==> src/rtl/range_counter_gen.sv <==
// Up/down counter confined to a runtime-programmable range [lo,hi] with wrap/saturate/bounce modes.
// Optional event statistics counter enabled by defining RANGE_CNT_WRAP_STAT_EN.
module range_counter_gen #(
  parameter int WIDTH  = 8,
  parameter int DEF_LO = 10,
  parameter int DEF_HI = 100,
  parameter int STEP_W = 4
) (
  input  logic              clk,
  input  logic              rst,
  input  logic              en,
  input  logic              up_dn,
  input  logic [1:0]        mode,
  input  logic [STEP_W-1:0] step,
  input  logic              load,
  input  logic [WIDTH-1:0]  load_val,
  input  logic              cfg_we,
  input  logic [WIDTH-1:0]  cfg_lo,
  input  logic [WIDTH-1:0]  cfg_hi,
  output logic [WIDTH-1:0]  count,
  output logic              tc,
  output logic              at_lo,
  output logic              at_hi,
  output logic              dir,
  output logic              cfg_err
`ifdef RANGE_CNT_WRAP_STAT_EN
  ,
  output logic [15:0]       evt_cnt
`endif
);

  typedef enum logic [1:0] {
    MODE_WRAP   = 2'b00,
    MODE_SAT    = 2'b01,
    MODE_BOUNCE = 2'b10,
    MODE_RSVD   = 2'b11
  } mode_t;

  localparam logic [WIDTH-1:0] LO_INIT = WIDTH'(DEF_LO);
  localparam logic [WIDTH-1:0] HI_INIT = WIDTH'(DEF_HI);

  generate
    if (DEF_LO > DEF_HI || DEF_LO < 0 || longint'(DEF_HI) >= (longint'(1) << WIDTH)) begin : g_bad_params
      $error("range_counter_gen: need 0 <= DEF_LO <= DEF_HI < 2**WIDTH");
    end
  endgenerate

  logic [WIDTH-1:0] count_r, lo_r, hi_r;
  logic             dir_r, tc_r, cfg_err_r;
  logic [WIDTH-1:0] count_nxt, lo_nxt, hi_nxt;
  logic             dir_nxt, tc_nxt, cfg_err_nxt, evt;
  logic [WIDTH:0]   step_ext, sum_up, lo_plus;
  logic             going_up, is_wrap, is_bounce;
  mode_t            mode_e;

  function automatic logic [WIDTH-1:0] clamp(input logic [WIDTH-1:0] v,
                                             input logic [WIDTH-1:0] lo,
                                             input logic [WIDTH-1:0] hi);
    if (v < lo) return lo;
    if (v > hi) return hi;
    return v;
  endfunction

  // Arithmetic is one bit wider than the counter so an overshoot past 2**WIDTH-1 is still seen as an event.
  assign mode_e    = mode_t'(mode);
  assign is_bounce = (mode_e == MODE_BOUNCE);
  assign is_wrap   = (mode_e == MODE_WRAP) || (mode_e == MODE_RSVD);
  assign going_up  = is_bounce ? dir_r : up_dn;
  assign step_ext  = (WIDTH+1)'(step);
  assign sum_up    = {1'b0, count_r} + step_ext;
  assign lo_plus   = {1'b0, lo_r} + step_ext;

  always_comb begin
    count_nxt   = count_r;
    lo_nxt      = lo_r;
    hi_nxt      = hi_r;
    dir_nxt     = dir_r;
    cfg_err_nxt = 1'b0;
    evt         = 1'b0;
    if (cfg_we) begin
      if (cfg_lo <= cfg_hi) begin
        lo_nxt    = cfg_lo;
        hi_nxt    = cfg_hi;
        count_nxt = clamp(count_r, cfg_lo, cfg_hi);
      end else begin
        cfg_err_nxt = 1'b1;
      end
    end else if (load) begin
      count_nxt = clamp(load_val, lo_r, hi_r);
    end else if (en && step != '0) begin
      if (going_up) begin
        if (sum_up > {1'b0, hi_r}) begin
          evt       = 1'b1;
          count_nxt = is_wrap ? lo_r : hi_r;
          if (is_bounce) dir_nxt = 1'b0;
        end else begin
          count_nxt = sum_up[WIDTH-1:0];
        end
      end else begin
        if ({1'b0, count_r} < lo_plus) begin
          evt       = 1'b1;
          count_nxt = is_wrap ? hi_r : lo_r;
          if (is_bounce) dir_nxt = 1'b1;
        end else begin
          count_nxt = count_r - step_ext[WIDTH-1:0];
        end
      end
    end
    tc_nxt = evt;
  end

  always_ff @(posedge clk) begin
    if (rst) begin
      count_r   <= LO_INIT;
      lo_r      <= LO_INIT;
      hi_r      <= HI_INIT;
      dir_r     <= 1'b1;
      tc_r      <= 1'b0;
      cfg_err_r <= 1'b0;
    end else begin
      count_r   <= count_nxt;
      lo_r      <= lo_nxt;
      hi_r      <= hi_nxt;
      dir_r     <= dir_nxt;
      tc_r      <= tc_nxt;
      cfg_err_r <= cfg_err_nxt;
    end
  end

`ifdef RANGE_CNT_WRAP_STAT_EN
  logic [15:0] evt_cnt_r;
  logic        cfg_ok;

  assign cfg_ok = cfg_we && (cfg_lo <= cfg_hi);

  always_ff @(posedge clk) begin
    if (rst || cfg_ok) begin
      evt_cnt_r <= '0;
    end else if (evt && evt_cnt_r != 16'hFFFF) begin
      evt_cnt_r <= evt_cnt_r + 16'd1;
    end
  end

  assign evt_cnt = evt_cnt_r;
`endif

  assign count   = count_r;
  assign tc      = tc_r;
  assign dir     = dir_r;
  assign cfg_err = cfg_err_r;
  assign at_lo   = (count_r == lo_r);
  assign at_hi   = (count_r == hi_r);

endmodule

==> config.mk <==
export PLATFORM = sky130hd
export DESIGN_NAME = range_counter_gen
export DESIGN_NICKNAME = d
export VERILOG_FILES = /design/src/rtl/range_counter_gen.sv
export SDC_FILE = /design/constraint.sdc
export NUM_CORES = 1
export LEC_CHECK = 0
export CORE_MARGIN = 1
export CORE_UTILIZATION = 58
export DETAILED_ROUTE_END_ITERATION = 16
export PLACE_DENSITY = 0.82
export SYNTH_ARGS = -nofsm -noshare
export SYNTH_HDL_FRONTEND = slang
export SYNTH_SLANG_ARGS = --single-unit
==> constraint.sdc <==
create_clock -name clk -period 4.13 [get_ports clk]
set_clock_uncertainty 0.1 [all_clocks]
set_input_delay 0.6195 -clock clk [delete_from_list [all_inputs] [get_ports clk]]
set_output_delay 0.6195 -clock clk [all_outputs]
set_load 0.01 [all_outputs]
After elaboration in Yosys (flattened, before gate mapping)
Index checks and enable logic that the tools add are counted.
- register bits: 27
- input bits: 36
- output and inout bits: 13
- word-level logic and storage cells: 78
- $add $sub $neg: 3
- order comparisons: 7
- equality and inequality tests: 7
- multiplexer cells: 41
- bitwise logic cells: 3
- reductions and logical operators: 11
- operator list (cell ; number):
    two-way mux 8 bit ; 17
    two-way mux 1 bit ; 24
    adder 8 x 4 -> 9 bit ; 2
    equality test 8 bit ; 2
    greater-than comparator 8 bit ; 2
    < comparator 8 bit ; 2
    greater-than comparator 9 x 8 -> 1 bit ; 1
    < comparator 8 x 9 -> 1 bit ; 1
    less-or-equal comparator 8 bit ; 1
    subtractor 8 x 4 -> 8 bit ; 1
    AND reduction 6 bit ; 1
    equality test 2 bit, second input constant ; 2
    != test 2 x 1 -> 1 bit, second input constant ; 2
    nonzero test 4 bit ; 1
    OR reduction 4 bit ; 1
    != test 3 x 1 -> 1 bit, second input constant ; 1
    inverter 1 bit ; 3
    AND reduction 3 bit ; 1
    nonzero test 3 bit ; 1
    logical NOT 2 bit ; 1
    AND reduction 2 bit ; 1
    nonzero test 2 bit ; 1
    OR reduction 2 bit ; 1
    logical AND 1 bit ; 1
    logical OR 1 bit ; 1

Depth between registers and ports, before layout
Gate-level depths: netlist (run 1).
- depth after elaboration: 11
- depth in mapped cells: 16
- depth with buffers taken out: 15

Least setup slack after synthesis (run 1)
No wires, ideal clock.
- path type: input port to flip-flop
- start: input step[2]
- end: register count_r[2] (netlist: count[2])
- library setup time: 0.139 ns
- arrival: 3.373 ns
- data required time: 3.891 ns
- path slack: 0.518 ns
- stages: 16
- buffers on the path: 1
- path through: inv_1 ha_1 buf_6 nor3b_1 o31ai_1 a21boi_0 xnor2_1 inv_1 ha_1 a2111oi_2 o21ai_1 o221a_2 nor3_2 a211oi_1 a2111oi_1 a311oi_1
- word-level cells in the longest chain between the ends: 7
- elaborated cells on any way between the ends: 15
- classes of those cells: 3 x add/sub; 2 x order compare; 6 x mux; 4 x reduce/logical
- RTL lines (item ; RTL line ; RTL):
    start, declared ; 14 ; input logic [STEP_W-1:0] step,
    adder 8 x 4 -> 9 bit, on equally long branches ; 71, 70 ;
    < comparator 8 x 9 -> 1 bit / greater-than comparator 9 x 8 -> 1 bit (equally long branches) ; 100, 92 ;
    two-way mux 8 bit, on equally long branches ; 100, 92 ;
    two-way mux 8 bit ; 91 ; if (going_up) begin
    two-way mux 8 bit ; 90 ; end else if (en && step != '0) begin
    two-way mux 8 bit ; 88 ; end else if (load) begin
    two-way mux 8 bit ; 80 ; if (cfg_we) begin
    end signal, assigned ; 121 ; count_r <= count_nxt;
    end, declared ; 48 ; logic [WIDTH-1:0] count_r, lo_r, hi_r;
Parallel ways exist; a longest one is shown, timed or not. The select of a mux whose other input is x is not followed.
A chain may end at the register's enable or synchronous reset.

Worst setup path in the final report (run 1)
- start: input step[1]
- end: register count_r[3] (netlist: count[3])
The elaborated chain is that of the path after synthesis.

==> results of run 1 <==
-- placed cells by master (no fill, tap or decap), types with 5 or more instances in the layout --
cell | synthesis | routed
inv_1 | 42 | 42
a31oi_1 | 6 | 6
buf_4 | 2 | 50
nor3_1 | 15 | 15
nand4_1 | 18 | 18
xnor2_1 | 26 | 26
mux2i_1 | 18 | 18
nor2_1 | 40 | 40
a211oi_1 | 17 | 15
o21ai_0 | 16 | 15
a21oi_1 | 23 | 22
o211ai_1 | 12 | 12
ha_1 | 66 | 65
xor2_1 | 7 | 7
dfxtp_1 | 27 | 27
a211oi_2 | 3 | 5
nand2_1 | 32 | 32
a21o_1 | 10 | 10
nor2b_1 | 12 | 12
o221a_2 | 5 | 5
nand3_1 | 14 | 14
clkdlybuf4s50_1 | 0 | 47
-- metrics by stage --
stage                     hold slack [ps]   util  instance area [µm²]  TNS [ps]
after floorplan                       416      -                 4100         0
after global placement                427  0.718                 4880      -852
after detailed placement              454  0.718                 4880     -2070
after CTS                             470  0.726                 4930         0
after global routing                  488  0.741                 5040     -14.4
final                                 466  0.741                 5040         0
-- logic make-up (layout without fill, tap and decap cells) --
| family | after synthesis | after routing |
|---|---|---|
| compound gates | 139 | 139 |
| xor+xnor | 33 | 33 |
| fa+ha+maj | 69 | 69 |
| buf+inv | 67 | 144 |
| flops | 27 | 27 |
| mux | 20 | 20 |
| simple gates | 154 | 154 |
-- power groups by stage --
stage          Clock [mW]  Combinational (mW)  Sequential [mW]
2_1_floorplan           0               0.654            0.331
3_3_place_gp            0               0.977            0.336
3_5_place_dp            0                1.01            0.336
4_1_cts             0.161                1.02            0.329
5_1_grt             0.173                1.17            0.334
6_report            0.164                1.09            0.333
-- worst reg2reg max path, stage by stage, from the launching register on --
cell      delay, ps
dfxtp_1         450
ha_1            280
fa_1            390
a21o_1          200
a21oi_2         210
nor3_1           90
xnor2_1         130
ha_1            320
nand4_1         130
o211a_2         330
buf_4           150
o221a_2         210
a211oi_1        370
nor4_1           80
a41oi_1         210
-- layer usage --
metal / routed length, µm / track usage
met5: 0 / 0
met3: 1280 / 0.0520
met1: 5760 / 0.489
met2: 6800 / 0.668
met4: 923 / 0.241
-- final timing paths --
check | startpoint | endpoint | slack, ps | cells past startpoint
hold / removal | dir | dir | 470 | 2
setup / recovery | step[1] | count[3] | 80 | 15
hold reg to reg | dir | dir | 470 | 2
setup reg to reg | lo_r[0] | count[3] | 380 | 14
-- state kept, by name (all words and copies together) (netlist names) --
register and flops:
cfg_err 1, hi_r 8, tc 1, dir 1, count 8, lo_r 8
-- layout make-up --
class | instances | share of cell area
flip-flops and latches | 27 | 0.107
well taps | 96 | 0.0239
repair buffers | 98 | 0.170
clock buffers | 3 | 0.00820
inverters | 42 | 0.0313
clock inverters | 1 | 0.00149
multi-input cells | 415 | 0.657
-- repair_timing --
| action | 4_1_cts | 5_1_grt |
|---|---|---|
| buffers inserted | 0 | 5 |
| pin swaps | 0 | 8 |
| resized for setup | 1 | 14 |
| hold endpoints to repair | 0 | 0 |
| setup endpoints to repair | 1 | 10 |
==> metrics.yaml, run 1 <==
floorplan:
  die_y_um: 86.1
  start_util: 0.603
  dieWidth_um: 86.1
  io_pins: 49
  num_rows: 30
  die-area_um2: 7410
  core_um2: 6790
detailed_routing:
  wire_per_inst_um: 21.7
  vias: 4476
  firstDrtPassIters: 5
  drtAntennaViolNets: 0
  drc_errors: 0
  drt_wl_total_mm: 14.8
  drt_iter0_markers: 437
  viasPerCell: 6.56
yosys:
  ys_types: 72
  yosysMostFrequentCell: "ha_1"
  yosysTopAreaCell: "ha_1"
  yosys.area_share.adder: 0.216
  synth_ff_type: "dfxtp_1"
  synth_compound_area_frac: 0.267
  synth_edf_count: 0
  synth_top_cell_area_share: 0.201
  postSynth.asyncResetShare: 0
  synthTopCellsByArea: "ha_1 (20%), dfxtp_1 (13%), xnor2_1 (5.6%)"
  synth_top_family_by_area: "compound AO/OA/AOI/OAI gates"
  syn_inst: 509
  ys_seq_elements: 27
  synth_nets: 614
  synth_xor_area_frac: 0.0705
  syn_area_um2: 4100
  postSynthAreaPerCell_um2: 8.05
  synth_mux_area_frac: 0.0495
  synth-simple-area-share: 0.189
  synthTopCellsByCount: "ha_1 (66), inv_1 (42), nor2_1 (40), nand2_1 (32), dfxtp_1 (27)"
  ys_warn_count: 0
  synth-seq-area-share: 0.132
finish:
  regArea_um2: 541
  drive_gt1_frac: 0.154
  antenna_cells: 0
  syn_to_final_growth_pct: 22.9
  fillers: 563
  fin_cells: 682
  multi_input_area_um2: 3310
  num-nets-final: 692
clock_network:
  cts_tree: "yes"
  clock_latency_ps: 290
  cts_sinks: 27
  cts-hold-fix-buffers: 0
  cts.path.max_buffers: 2
  cts-root-buf: "clkbuf_8"
  h-tree-depth: 1
  cts.clk_slew.worst_paths_ps: 110
  cts_buffers: 3
sta:
  fin_ws_ps: 81.1
  worst_pin_slew_ps: 899
  fmax_mhz: 247
  relSlewSlack: 0.401
  hold_viol_final: 0
  finalSetupViolCount: 0
  maxSlewViolCount: 0
  timing.final.crit_period_ps: 4050
  fin_crit_sh: 0.980
pwr:
  finalPower_mw: 1.59
  share_comb_of_total_power: 0.687
  p_int_uw: 858
  p_leak_nw: 2.22
  ir_worst_vdd_mv: 0.221
  p_switching_uw: 727
  seq_power_share: 0.210
  sw_frac_of_total: 0.459
  p_clk_frac: 0.103
  powerDensity_nw_per_um2: 315
critical_path:
  crit_slowest_cell: "clkdlybuf4s50_1"
  worst-path-buf-inv: 3
  startpoint_type: "input pin"
  crit_arrival_ps: 4150
  crit_fanout: 7
  required_ps: 4230
  slowest_delay_ps: 450
  cpMostUsedCell: "buf_4"
  crit_family: "compound AO/OA/AOI/OAI gates"
  cp-end-kind: "register"
  worstPathCellList: "clkdlybuf4s50_1 > buf_4 > fa_1 > a21o_1 > a21oi_2 > nor3_1 > xnor2_1 > ha_1 > nand4_1 > o211a_2 > buf_4 > o221a_2 > a211oi_1 > nor4_1 > a41oi_1"
  critPathKind: "in -> reg"
status:
  outcome: "completed"
global_route:
  antenna_found_initial: 0
  grt_first_pass_wirelength_mm: 22.6
  grt_pass1_vias: 4344
  grtUsageTotal: 0.400
  gr-total-overflow: 0
  grt_start_max_net_pins: 32
place:
  io_buffer_count: 48
  gp_congestion: 0.993
  dp_slack_ps: -366
  placed_cells_incl_taps: 673
  hpwl_mm: 11.8
run:
  cap_viol_max_count: 0
worst_hold_path:
  min-delay-path-class: "reg -> reg"
Power figures use the tool's default switching activity.
==> run 2: changes to the inputs <==
Clock period 4.13 ns to 4.4 ns, I/O delays scaled along.
==> metrics.yaml, run 2 (synthesized netlist as in run 1, its figures left out) <==
status:
  outcome: "completed"
critical_path:
  startpoint_type: "input pin"
  critPathLaunch: "step[2]"
  crit_slowest_cell: "clkdlybuf4s50_1"
  worstPathCellList: "clkdlybuf4s50_1 > inv_1 > ha_1 > nor3b_2 > o31ai_1 > a21boi_0 > xor2_1 > ha_1 > nand4_1 > a2bb2oi_1 > o221a_2 > o21ai_0 > a32o_1 > a311oi_1 > a31oi_1"
  crit_fanout: 6  # -1
  r2r_end: "count[0]"
  required_ps: 4440  # +210 ps
  critPathKind: "in -> reg"
  timing.reg2reg.worst_path_depth: 13  # -1
  slowest_delay_ps: 480  # +30 ps
  crit_arrival_ps: 4190  # +40 ps
  r2r-start: "lo_r[2]"
  cpMostUsedCell: "ha_1"
  r2r_slack_ps: 750  # +370 ps
  cp-end-kind: "register"
  crit_end: "count[0]"
finish:
  final_common_cell: "ha_1"
  syn_to_final_growth_pct: 16.8
  fillers: 587  # +4.3%
  layout.cells.most_common_list: "ha_1 (66), clkdlybuf4s50_1 (48), inv_1 (42)"
  drive_gt1_frac: 0.102  # -0.0518
  antenna_cells: 0  # unchanged
  fin_cells: 656  # -3.8%
  fin_area_um2: 4790  # -4.9%
  num-nets-final: 666  # -3.8%
  utilization: 0.705  # -0.0363
detailed_routing:
  firstDrtPassIters: 7  # +2
  wire_per_inst_um: 21.3  # -1.7%
  drt_iter0_markers: 650  # +49%
  drtAntennaViolNets: 0  # unchanged
  viasPerCell: 6.46  # -1.5%
  vias: 4241  # -5.3%
  drt_wl_total_mm: 14.0  # -5.4%
  drc_errors: 0  # unchanged
floorplan:
  io_pins: 49  # unchanged
  num_rows: 30  # unchanged
  dieWidth_um: 86.1  # unchanged
  die_y_um: 86.1  # unchanged
  core_um2: 6790  # unchanged
  die-area_um2: 7410  # unchanged
  start_util: 0.603  # unchanged
place:
  io_buffer_count: 48  # unchanged
  gp_congestion: 1.04  # +5.1%
  hpwl_mm: 11.2  # -5.5%
  postPlaceCellArea_um2: 4720  # -3.2%
  placed_cells_incl_taps: 652  # -3.1%
global_route:
  grt_use_met1: 0.487  # -0.00148
  grt_pass1_vias: 4166  # -4.1%
  met3_usage: 0.0500  # -0.00192
  use_met2: 0.645  # -0.0231
  top_usage_layer: "met2"
  gr-total-overflow: 0  # unchanged
  antenna_found_initial: 0  # unchanged
  grtUsageTotal: 0.383  # -0.0174
  grt_start_max_net_pins: 32  # unchanged
  grt_first_pass_wirelength_mm: 21.6  # -4.5%
sta:
  fin_crit_sh: 0.944
  timing.final.crit_period_ps: 4150
  hold_viol_final: 0  # unchanged
  relSlewSlack: 0.355  # -0.0463
  fin_hold_ws_ps: 451  # -14.8 ps
  finalSetupViolCount: 0  # unchanged
  grt_setup_unrepaired: "false"
  maxSlewViolCount: 0  # unchanged
  worst_pin_slew_ps: 968  # +69.5 ps
  fmax_mhz: 241
clock_network:
  h-tree-depth: 1  # unchanged
  cts-root-buf: "clkbuf_8"
  cts_setup_buffers: 0  # unchanged
  cts_buffers: 3  # unchanged
  cts.clk_slew.worst_paths_ps: 110  # about the same
  clock_latency_ps: 280  # about the same
  cts-hold-fix-buffers: 0  # unchanged
  cts_sinks: 27  # unchanged
  cts.path.max_buffers: 2  # unchanged
  cts_tree: "yes"
  post_cts_resized: 0  # -1
worst_hold_path:
  min-delay-path-class: "reg -> reg"
  min_path_cells: 2  # unchanged
pwr:
  p_leak_nw: 2.09  # -6.0%
  powerDensity_nw_per_um2: 289  # -8.1%
  ir_worst_vdd_mv: 0.176  # -20%
run:
  cap_viol_max_count: 0  # unchanged
## run 2: per-stage QoR
stage	total power, mW	TNS, ps	setup slack (ps)
global route	1.47	0	55.6
finish	1.38	0	246
CTS	1.35	0	207
detailed placement	1.20	-80.2	-43.7
floorplan	0.925	0	748
global placement	1.18	-15.2	-15.2
## run 2: area by class of cell
cell class / instances / area (µm²) / area share
clock buffer: 3 / 41.3 / 0.00862
clock inverter: 1 / 5.00 / 0.00104
inverter: 42 / 158 / 0.0329
multi-input combinational: 415 / 3260 / 0.682
sequential: 27 / 541 / 0.113
tap: 96 / 120 / 0.0251
timing repair buffer: 72 / 661 / 0.138
## run 2: where the power goes
part,internal [mW],switching (mW)
logic,0.403,0.513
registers,0.268,0.0498
clock network,0.0636,0.0872
total,0.735,0.650
## run 2: critical path: cells and delay by family
kind / cells / cell delay, ps
compound gates: 8 / 1750
xor+xnor: 1 / 250
fa+ha+maj: 2 / 650
buf+inv: 2 / 530
simple gates: 2 / 350
## run 2: how the worst min path moves through the flow
| stage | start | endpoint |
|---|---|---|
| after detailed placement | dir | dir |
| after global placement | dir | dir |
| after global routing | dir | dir |
| final | dir | dir |
| after CTS | dir | dir |
| after floorplan | hi_r[5] | hi_r[5] |
## run 2: layer usage
metal  vias to the layer above  wire (µm)
li1                       1987          -
met1                      1959       5690
met2                       239       6540
met3                        56       1120
met4                         0        618
met5                         -          0
